$ cat src/rtl/game_pkg.sv
// rtl/game_pkg.sv - shared game constants: FSM state encodings, screen size, empty-pixel sentinel
package game_pkg;

    localparam logic [1:0] ST_IDLE      = 2'd0;
    localparam logic [1:0] ST_ARMED     = 2'd1;
    localparam logic [1:0] ST_COOLDOWN  = 2'd2;
    localparam logic [1:0] ST_GAME_OVER = 2'd3;

    localparam int SCREEN_W = 1024;
    localparam int SCREEN_H = 768;

    localparam logic [11:0] NO_PIXEL = 12'd0;

endpackage

$ cat src/rtl/pointer_hit_cmp.sv
// rtl/pointer_hit_cmp.sv - two-stage registered compare of obstacle pixels against the per-frame pointer box
module pointer_hit_cmp #(
    parameter int CURSOR_W = 16,
    parameter int CURSOR_H = 16
) (
    input  logic        clk,
    input  logic        rst,
    input  logic        frame_start,
    input  logic [11:0] obstacle_x,
    input  logic [11:0] obstacle_y,
    input  logic [11:0] mouse_xpos,
    input  logic [11:0] mouse_ypos,
    output logic        overlap,
    output logic [11:0] box_x,
    output logic [11:0] box_y
);
    import game_pkg::*;

    logic [11:0] s1_x;
    logic [11:0] s1_y;
    logic        s1_v;
    logic [12:0] x_lo, x_hi, y_lo, y_hi;
    logic        in_x, in_y;

    // 13-bit bounds so a box near the right/bottom edge cannot wrap to zero
    always_comb begin
        x_lo = {1'b0, box_x};
        y_lo = {1'b0, box_y};
        x_hi = x_lo + 13'(CURSOR_W - 1);
        y_hi = y_lo + 13'(CURSOR_H - 1);
        in_x = ({1'b0, s1_x} >= x_lo) && ({1'b0, s1_x} <= x_hi);
        in_y = ({1'b0, s1_y} >= y_lo) && ({1'b0, s1_y} <= y_hi);
    end

    always_ff @(posedge clk) begin
        if (rst) begin
            box_x   <= 12'd0;
            box_y   <= 12'd0;
            s1_x    <= 12'd0;
            s1_y    <= 12'd0;
            s1_v    <= 1'b0;
            overlap <= 1'b0;
        end else begin
            if (frame_start) begin
                box_x <= mouse_xpos;
                box_y <= mouse_ypos;
            end
            s1_x    <= obstacle_x;
            s1_y    <= obstacle_y;
            s1_v    <= (obstacle_x | obstacle_y) != NO_PIXEL;
            overlap <= s1_v && in_x && in_y;
        end
    end

endmodule

$ cat src/rtl/collision_detector.sv
// rtl/collision_detector.sv - per-frame pointer hit detection with lives, cooldown and game over
// Optional GOD_MODE_EN: hits still pulse and start cooldown but never cost a life.
module collision_detector #(
    parameter int CURSOR_W        = 16,
    parameter int CURSOR_H        = 16,
    parameter int MAX_LIVES       = 3,
    parameter int COOLDOWN_FRAMES = 60
) (
    input  logic        clk,
    input  logic        rst,
    input  logic [11:0] hcount_in,
    input  logic [11:0] vcount_in,
    input  logic [11:0] obstacle_x,
    input  logic [11:0] obstacle_y,
    input  logic [11:0] mouse_xpos,
    input  logic [11:0] mouse_ypos,
    input  logic        game_on,
    output logic        hit,
    output logic [2:0]  lives,
    output logic        invuln,
    output logic        game_over
);
    import game_pkg::*;

    logic        frame_start;
    logic        overlap;
    logic        frame_hit;
    logic        take_hit;
    logic [1:0]  state, state_next;
    logic [7:0]  cool_cnt;
    logic [2:0]  lives_dec;
    logic [11:0] box_x, box_y;
    logic        unused_box;

    assign frame_start = (hcount_in == 12'd0) && (vcount_in == 12'd0);
    assign unused_box  = ^{box_x, box_y};

    pointer_hit_cmp #(
        .CURSOR_W (CURSOR_W),
        .CURSOR_H (CURSOR_H)
    ) u_cmp (
        .clk         (clk),
        .rst         (rst),
        .frame_start (frame_start),
        .obstacle_x  (obstacle_x),
        .obstacle_y  (obstacle_y),
        .mouse_xpos  (mouse_xpos),
        .mouse_ypos  (mouse_ypos),
        .overlap     (overlap),
        .box_x       (box_x),
        .box_y       (box_y)
    );

    // An overlap landing on frame_start belongs to the frame that is just beginning
    always_ff @(posedge clk) begin
        if (rst || !game_on)
            frame_hit <= 1'b0;
        else if (frame_start)
            frame_hit <= overlap;
        else
            frame_hit <= frame_hit | overlap;
    end

    assign take_hit = (state == ST_ARMED) && game_on && frame_start && frame_hit;

`ifdef GOD_MODE_EN
    assign lives_dec = lives;
`else
    assign lives_dec = (lives != 3'd0) ? lives - 3'd1 : 3'd0;
`endif

    always_ff @(posedge clk) begin
        if (rst)
            state <= ST_IDLE;
        else
            state <= state_next;
    end

    always_comb begin
        state_next = state;
        case (state)
            ST_IDLE: begin
                if (frame_start && game_on)
                    state_next = ST_ARMED;
            end
            ST_ARMED: begin
                if (!game_on)
                    state_next = ST_IDLE;
                else if (take_hit)
`ifdef GOD_MODE_EN
                    state_next = ST_COOLDOWN;
`else
                    state_next = (lives_dec == 3'd0) ? ST_GAME_OVER : ST_COOLDOWN;
`endif
            end
            ST_COOLDOWN: begin
                if (!game_on)
                    state_next = ST_IDLE;
                else if (frame_start && cool_cnt <= 8'd1)
                    state_next = ST_ARMED;
            end
            ST_GAME_OVER: begin
                if (frame_start && !game_on)
                    state_next = ST_IDLE;
            end
            default: state_next = ST_IDLE;
        endcase
    end

    always_comb begin
        invuln    = (state == ST_COOLDOWN);
        game_over = (state == ST_GAME_OVER);
    end

    always_ff @(posedge clk) begin
        if (rst) begin
            hit      <= 1'b0;
            lives    <= 3'(MAX_LIVES);
            cool_cnt <= 8'd0;
        end else begin
            hit <= take_hit;
            if (state_next == ST_IDLE)
                lives <= 3'(MAX_LIVES);
            else if (take_hit)
                lives <= lives_dec;
            if (state_next == ST_IDLE)
                cool_cnt <= 8'd0;
            else if (take_hit)
                cool_cnt <= 8'(COOLDOWN_FRAMES);
            else if ((state == ST_COOLDOWN) && frame_start && (cool_cnt != 8'd0))
                cool_cnt <= cool_cnt - 8'd1;
        end
    end

endmodule

$ cat config.mk
export PLATFORM = sky130hd
export DESIGN_NAME = collision_detector
export DESIGN_NICKNAME = d
export VERILOG_FILES = /design/src/rtl/game_pkg.sv /design/src/rtl/pointer_hit_cmp.sv /design/src/rtl/collision_detector.sv
export SDC_FILE = /design/constraint.sdc
export NUM_CORES = 1
export LEC_CHECK = 0
export CORE_MARGIN = 4
export CORE_UTILIZATION = 58
export CTS_BUF_LIST = sky130_fd_sc_hd__clkbuf_4
export CTS_CLUSTER_SIZE = 24
export DETAILED_ROUTE_END_ITERATION = 12
export PLACE_DENSITY = 0.95
export REMOVE_ABC_BUFFERS = 1
export SLEW_MARGIN = 25
export SYNTH_ARGS = -nofsm -noshare
export SYNTH_HDL_FRONTEND = slang
export SYNTH_SLANG_ARGS = --single-unit
export TNS_END_PERCENT = 20
$ cat constraint.sdc
create_clock -name clk -period 4.2 [get_ports clk]
set_input_delay 0.84 -clock clk [delete_from_list [all_inputs] [get_ports clk]]
set_output_delay 0.84 -clock clk [all_outputs]
set_load 0.01 [all_outputs]
==> results of run 1 <==
-- state kept, by name, indices dropped and copies added (netlist names) --
name           cells
lives              3
state              2
u_cmp.box_y       12
u_cmp.s1_y        12
cool_cnt           8
hit                1
u_cmp.box_x       12
u_cmp.s1_x        12
u_cmp.overlap      1
u_cmp.s1_v         1
frame_hit          1
-- per-stage QoR --
step	cell area [sq um]	util [%]	setup WS [ps]	hold WS, ps
detailed placement	4810	74.1	897	457
floorplan	3890	-	1160	413
global placement	4810	74.1	991	434
finish	5020	77.4	1190	478
CTS	5020	77.4	1240	480
global route	5020	77.4	982	498
-- metal layers --
layer / vias up / GRT usage, %
li1: 1797 / -
met1: 1704 / 28.1
met2: 139 / 41.6
met3: 19 / 7.58
met4: 0 / 9.06
met5: - / 0
-- power breakdown --
group	switching, uW	internal [uW]	total, uW
sequential	9.01	629	638
combinational	62.0	102	164
clock	239	362	601
-- final cells by class --
cell class	count	area [sq um]	area share, %
Multi-Input combinational cell	354	2460	49.0
Sequential cell	65	1300	25.9
Clock inverter	7	143	2.84
Tap cell	77	96.3	1.92
Timing Repair Buffer	84	831	16.5
Clock buffer	9	67.6	1.34
Inverter	33	124	2.47
-- synthesized netlist by cell type, types with 3 or more instances --
cell and number:
a2111oi_0 5, a21o_1 10, a21oi_1 42, a31oi_1 3
and3_1 3, and4_1 4, buf_2 5, clkbuf_1 8
dfxtp_1 65, ha_1 54, inv_1 33, nand2_1 67
nand2b_1 3, nand3_1 11, nand4_1 9, nor2_1 15
nor2b_1 30, nor3_1 7, nor3_2 4, nor4_1 15
o211ai_1 3, o21a_1 3, o21ai_0 8, o31ai_1 3
xnor2_1 21, xor2_1 6
-- how the worst max path moves through the flow --
stage	end	slack, ps	cells past startpoint
2_1_floorplan	cool_cnt[0]	1160	6
3_3_place_gp	lives[1]	990	7
3_5_place_dp	lives[1]	900	7
4_1_cts	u_cmp.overlap	1240	12
5_1_grt	u_cmp.overlap	980	12
6_report	u_cmp.overlap	1190	12
-- cell families after synthesis --
| logic type | synth area share (%) |
|---|---|
| buf+inv | 4.81 |
| compound gates | 15.1 |
| flops | 32.9 |
| fa+ha+maj | 17.1 |
| xor+xnor | 5.98 |
| simple gates | 24.1 |
-- critical path: cells and delay by family, from the launching register on --
kind	cells	cell delay, ps
flip-flops	1	400
AO/OA/AOI/OAI	5	1280
AND/OR/NAND/NOR	3	390
XOR/XNOR	1	220
adder cells (fa/ha/maj)	2	520
buffers and inverters	1	80
==> flow_summary.yaml, run 1 <==
floorplan:
  design.die.area_sq_mm: 0.00820
  die_x_um: 90.6
  num_rows: 29
  ios: 81
  start_util_pct: 60.9
  coreArea_sq_mm: 0.00649
  die_y_um: 90.6
global_route:
  grt_pass1_vias: 3760
  grt-ovfl-total: 0
  track_usage_pct: 24.2
  grt_pass1_wl_um: 16400
  grt_start_max_net_pins: 51
  antenna_found_initial: 0
placed_design:
  place_congestion: 0.937
  place_inst: 613
  numPortBuffers: 80
  dp_hpwl_um: 7480
sta:
  maxSlewHeadroom_pct: 47.3
  clock_skew_ps: 16.2
  maxSlewViolCount: 0
  fmax_mhz: 333
  period_share_pct: 71.6
  fin_crit_ps: 3010
  fin_tns_setup_ps: 0
  rsz0062_at_grt: "no"
  tightest_slew_ps: 789
  final_hold_viol_count: 0
  setup_viol: 0
setup_path:
  ff2ff_path_depth: 12
  crit_top_cell: "ha_1"
  startpoint: "u_cmp.box_x[0]"
  r2r-start: "u_cmp.box_x[0]"
  cp-end-kind: "register"
  worst-setup-path-type: "reg2reg"
  slowest_delay_ps: 400
  required_ps: 4500
  r2r-end: "u_cmp.overlap"
  reg2reg_slack_ps: 1190
  slowest_stage: "dfxtp_1"
  start_kind: "register"
  crit_arrival_ps: 3310
  crit_fanout: 4
  cp_cell_sequence: "inv_1 > ha_1 > a21oi_1 > nand2_1 > xnor2_1 > ha_1 > and3_1 > nand3_1 > a221oi_1 > a2111oi_0 > o2111ai_1 > a311oi_1"
final_layout:
  final_cell_mix: "clkdlybuf4s50_1 (80), nand2_1 (67), dfxtp_1 (65)"
  diodes: 0
  fillCellCount: 456
  stdcell_count: 629
  nets: 676
  layout_commonest_cell: "clkdlybuf4s50_1"
  area_growth_pct: 27.1
  drive_gt1_share_pct: 6.16
worst_hold_path:
  hold_end: "frame_hit"
  hold_class: "reg2reg"
  worstHoldPathCells: 2
  hp-start: "u_cmp.overlap"
synthesis:
  synth_ff_type: "dfxtp_1"
  yosysTopAreaCellShare_pct: 32.9
  synthesis.area_sq_mm: 0.00395
  yosysTopAreaCell: "dfxtp_1"
  ys_warn_count: 0
  synth_area_leaders: "dfxtp_1 (33%), ha_1 (17%), nand2_1 (6.4%)"
  synth_area_per_cell_sq_um: 8.48
  synth_cell_types: 50
  synth_seq_area_share_pct: 32.9
  synthCells: 466
  synth_edf_count: 0
  async_flop_share_pct: 0
  synth_seq_cells: 65
route:
  dr_total_vias: 3659
  ant_nets: 0
  wl_um: 9620
  vias_per_cell: 5.82
  wl_met2_um: 4560
  remaining_drc_errors: 0
  routedWlPerCell_um: 15.3
  detailedRoute.firstIterationViolations: 174
  drtPass1Iterations: 4
  wl_met1_um: 4120
  top_layer_used: "met4"
  met3_length_um: 726
clock_network:
  cts_tree: "built"
  clockBufferDepth: 2
  h-tree-depth: 3
  ctsResizeCount: 0
  cts_setup_buffers: 0
  cts_hold_buf: 0
  cts_num_sinks: 65
  clock_latency_ps: 420
  clock-root-buffer: "clkbuf_4"
  cts_made_buffers: 9
  path_clk_slew_ps: 120
run_status:
  status: "finished, final reports clean"
flow_run:
  cap_violations: 0
power:
  ir_worst_vdd_mv: 0.200
  leakagePower_uw: 0.00185
  power_uw: 1400
  p_per_area_mw_per_mm2: 279
Note: power is estimated with default switching activity, not from simulation.
==> inputs of run 2 (changes only) <==
- CORE_UTILIZATION: 58 -> 48
- PLACE_DENSITY: 0.95 -> 0.86
- clock period: 4.2 -> 2.7 ns (I/O delays scaled with it)
==> run 2 against run 1 <==
Wire length is essentially flat. Non-clock buffer count increased by 5. Count of clock-buffer cells in the layout unchanged. Sequential share of layout area is 0.19 points lower. Sequential cell count is the same. Utilization decreased by 13 points. Die area increased by 19%. Clock power up 8.0%.
==> flow_summary.yaml, run 2 (same netlist as run 1, synthesis figures left out) <==
run_status:
  status: "finished, final reports clean"
sta:
  fin_tns_setup_ps: 0
  maxSlewHeadroom_pct: 67.0
  fin_crit_ps: 2500
  tightest_slew_ps: 482
  period_share_pct: 92.6
  fmax_mhz: 400
  clock_skew_ps: 13.2
  maxSlewViolCount: 0
  final_hold_viol_count: 0
  setup_viol: 0
global_route:
  grt-ovfl-total: 0
  antenna_found_initial: 0
  grt_pass1_vias: 3637
  grt_start_max_net_pins: 51
  track_usage_pct: 19.9
  grt_pass1_wl_um: 16000
setup_path:
  worst-setup-path-type: "reg2reg"
  crit_fanout: 4
  required_ps: 3030
  cp-end-kind: "register"
  start_kind: "register"
  crit_arrival_ps: 2830
placed_design:
  dpl-instance-area_sq_mm: 0.00487
  dp_hpwl_um: 7650
  numPortBuffers: 80
  place_inst: 642
  place_congestion: 0.929
final_layout:
  diodes: 0
  layout_commonest_cell: "clkdlybuf4s50_1"
  seq_area_sq_mm: 0.00130
  drive_gt1_share_pct: 8.98
  fin_util_pct: 64.3
  stdcell_count: 659
  multi_input_area_sq_mm: 0.00251
  nets: 681
  area_growth_pct: 28.3
  fillCellCount: 649
  fin_area_sq_mm: 0.00507
  final_cell_mix: "clkdlybuf4s50_1 (79), nand2_1 (67), dfxtp_1 (63)"
floorplan:
  start_util_pct: 50.1
  ios: 81
  die_y_um: 98.8
  num_rows: 32
  coreArea_sq_mm: 0.00789
  design.die.area_sq_mm: 0.00975
  die_x_um: 98.8
clock_network:
  path_clk_slew_ps: 120
  cts_made_buffers: 9
  h-tree-depth: 3
  cts_num_sinks: 65
  cts_hold_buf: 0
  clockBufferDepth: 2
  cts_tree: "built"
  clock-root-buffer: "clkbuf_4"
  clock_latency_ps: 410
route:
  wl_um: 9610
  drtPass1Iterations: 4
  remaining_drc_errors: 0
  ant_nets: 0
  dr_total_vias: 3556
  vias_per_cell: 5.40
  detailedRoute.firstIterationViolations: 144
  routedWlPerCell_um: 14.6
worst_hold_path:
  hold_class: "reg2reg"
power:
  leakagePower_uw: 0.00184
  p_per_area_mw_per_mm2: 374
  ir_worst_vdd_mv: 0.216
  power_uw: 1900
flow_run:
  cap_violations: 0
## run 2: cell count changes in the layout (fill, tap and decap cells not counted), moves of 2 or more
cell and change:
a2111oi_0 -2, a2111oi_2 +2, a21oi_1 -2, buf_4 +5, bufinv_16 -3, clkinvlp_4 +2, dfxtp_1 -2, dfxtp_2 +2
nor3_1 -2, nor3_2 +2, nor4_1 -2, nor4_2 +2
## run 2: timing repair
| item | in CTS | in global routing |
|---|---|---|
| gates resized for setup | 2 | 12 |
| setup buffers | 0 | 1 |
| endpoints found under the setup margin | 1 | 1 |
| pin swaps | 0 | 3 |
| cloned | 0 | 0 |
## run 2: path summary, 6_finish.rpt
| path | cells past startpoint | startpoint | slack, ps | to |
|---|---|---|---|---|
| max reg2reg | 12 | u_cmp.box_x[0] | 200 | u_cmp.overlap |
| min | 2 | u_cmp.box_y[6] | 470 | u_cmp.box_y[6] |
| max | 12 | u_cmp.box_x[0] | 200 | u_cmp.overlap |
| min reg2reg | 2 | u_cmp.box_y[6] | 470 | u_cmp.box_y[6] |
## run 2: critical path, cell delays in order (launching register included)
cell,delay [ps]
dfxtp_2,390
inv_1,80
ha_1,270
a21oi_4,180
nand2_1,80
xnor2_1,120
ha_1,190
a211o_1,260
a21oi_1,120
a221oi_1,100
a2111oi_2,230
o2111ai_1,170
a311oi_1,200
## run 2: where the power goes
| group | switching (uW) | internal (uW) | leakage, uW |
|---|---|---|---|
| combinational | 96.7 | 160 | 0.00124 |
| clock | 369 | 280 | 0.0000695 |
| sequential | 14.4 | 979 | 0.000532 |
## run 2: final cells by class
class / instances / area share (%)
Tap cell: 102 / 2.52
Timing Repair Buffer: 89 / 17.0
Sequential cell: 65 / 25.7
Inverter: 33 / 2.44
Clock inverter: 7 / 1.41
Clock buffer: 9 / 1.33
Multi-Input combinational cell: 354 / 49.6
## run 2: through the flow
step / hold slack [ps] / setup WS [ps]
floorplan: 413 / -42.5
global placement: 447 / 67.6
detailed placement: 453 / -95.4
CTS: 470 / 24.4
finish: 469 / 199
global route: 499 / -34.5
## run 2: metal layers
layer / up-vias / GRT usage [%] / part of all wire, %
met1: 1636 / 23.1 / 43
met3: 14 / 6.02 / 6.5
met5: - / 0 / 0
met4: 0 / 5.67 / 1.3
met2: 101 / 35.2 / 49
li1: 1805 / - / -
==> inputs of run 3 (changes only) <==
- CORE_UTILIZATION: 48 -> 40
- PLACE_DENSITY: 0.86 -> 0.75
- REMOVE_ABC_BUFFERS: 1 -> unset
- SETUP_SLACK_MARGIN: unset -> 0.3
==> run 3 against run 2 <==
Clock power is 3% lower. Count of clock-buffer cells in the layout up 2. Register-to-register slack about the same. First-iteration DRC count is 65% higher. Sequential cell count did not move. Sequential share of layout area down 1.8 points. Power up 0.13%. Largest cell class unchanged.
==> flow_summary.yaml, run 3 (same netlist as run 1, synthesis figures left out) <==
final_layout:
  stdcell_count: 725
  drive_gt1_share_pct: 19.4
  area_growth_pct: 40.2
  layout_commonest_cell: "clkdlybuf4s50_1"
  fillCellCount: 829
  fin_util_pct: 57.2
  nets: 716
  final_cell_mix: "clkdlybuf4s50_1 (80), nand2_1 (64), ha_1 (52), dfxtp_1 (52), buf_4 (39)"
  diodes: 0
setup_path:
  crit_fanout: 3
  crit_arrival_ps: 2840
  cp-end-kind: "register"
  start_kind: "register"
  required_ps: 3020
  worst-setup-path-type: "reg2reg"
clock_network:
  cts_tree: "built"
  clock_latency_ps: 420
  cts_made_buffers: 9
  h-tree-depth: 3
  clock-root-buffer: "clkbuf_4"
  clockBufferDepth: 2
  path_clk_slew_ps: 110
  cts_hold_buf: 0
  cts_num_sinks: 65
global_route:
  track_usage_pct: 19.7
  grt_pass1_wl_um: 18000
  grt_pass1_vias: 3873
  met1_usage_pct: 23.5
  grt_use_met2_pct: 33.6
  grt-ovfl-total: 0
  antenna_found_initial: 0
  grt_start_max_net_pins: 51
  globalRouteMet3Util_pct: 6.36
  busiest_layer: "met2"
floorplan:
  num_rows: 36
  start_util_pct: 40.8
  ios: 81
  coreArea_sq_mm: 0.00968
  design.die.area_sq_mm: 0.0115
  die_x_um: 107
  die_y_um: 107
route:
  wl_um: 11600
  remaining_drc_errors: 0
  drtPass1Iterations: 4
  routedWlPerCell_um: 15.9
  ant_nets: 0
  vias_per_cell: 5.33
  detailedRoute.firstIterationViolations: 238
  dr_total_vias: 3861
sta:
  fin_crit_ps: 2520
  fmax_mhz: 397
  setup_viol: 0
  maxSlewHeadroom_pct: 57.7
  tightest_slew_ps: 619
  clock_skew_ps: 13.4
  rsz0062_at_grt: "yes"
  final_hold_viol_count: 0
  period_share_pct: 93.2
  hold_ws_ps: 478
  maxSlewViolCount: 0
placed_design:
  dp_hpwl_um: 8430
  place_inst: 677
  numPortBuffers: 80
  place_congestion: 0.952
worst_hold_path:
  hold_class: "reg2reg"
synthesis:
  syn_nets: 595
run_status:
  status: "finished, final reports clean"
power:
  ir_worst_vdd_mv: 0.201
  power_uw: 1900
  leakagePower_uw: 0.00210
  p_per_area_mw_per_mm2: 343
flow_run:
  cap_violations: 0
run 3: cell types whose count changed in the layout (fill, tap and decap cells not counted), sizes merged:
cell / delta
buf: +34
clkbuf: +2
clkdlybuf4s50: +1
clkinvlp: -2
run 3: stage by stage:
step           area, sq um  setup TNS [ps]  worst slack (ps)
4_1_cts               5410               0               302
5_1_grt               5540               0              17.1
2_1_floorplan         3960               0               303
3_3_place_gp          4950               0              77.5
3_5_place_dp          4950           -43.5             -43.5
6_report              5540               0               184
run 3: layout make-up:
class	instances	area [sq um]	share of cell area (%)
inverters	33	126	2.28
clock buffers	11	82.6	1.49
well taps	133	166	3.00
clock inverters	5	46.3	0.835
repair buffers	124	1160	20.9
flip-flops and latches	65	1330	23.9
multi-input cells	354	2640	47.6
run 3: path summary, 6_finish.rpt:
check,startpoint,cells past startpoint,endpoint,slack (ps)
setup / recovery,u_cmp.box_y[5],13,u_cmp.overlap,180
hold / removal,u_cmp.box_x[4],2,u_cmp.box_x[4],480
setup reg to reg,u_cmp.box_y[5],13,u_cmp.overlap,180
hold reg to reg,u_cmp.box_x[4],2,u_cmp.box_x[4],480
run 3: metal layers:
metal / up-vias / part of all wire (%)
met5: - / 0
met4: 0 / 2.6
met3: 31 / 9.1
met2: 146 / 47
met1: 1806 / 41
li1: 1878 / -
run 3: where the power goes:
part / internal [uW] / total, uW / switching, uW / leakage (uW)
Combinational: 167 / 280 / 113 / 0.00149
Sequential: 976 / 990 / 14.2 / 0.000538
Clock: 293 / 631 / 338 / 0.0000734
run 3: worst max-delay path: stages (launching register included):
cell and delay, ps:
dfxtp_2 380, inv_4 50, nor3_4 220, buf_4 150, buf_6 80, buf_6 80, buf_6 80, buf_6 90
nand2_4 50, xnor2_2 130, ha_1 330, a2111oi_2 370, o211ai_1 150, a311oi_1 260
run 3: repair_timing:
action,CTS,global route
pin swaps,20,13
endpoints found under the setup margin,1,1
gates resized for setup,40,22
setup buffers,26,6
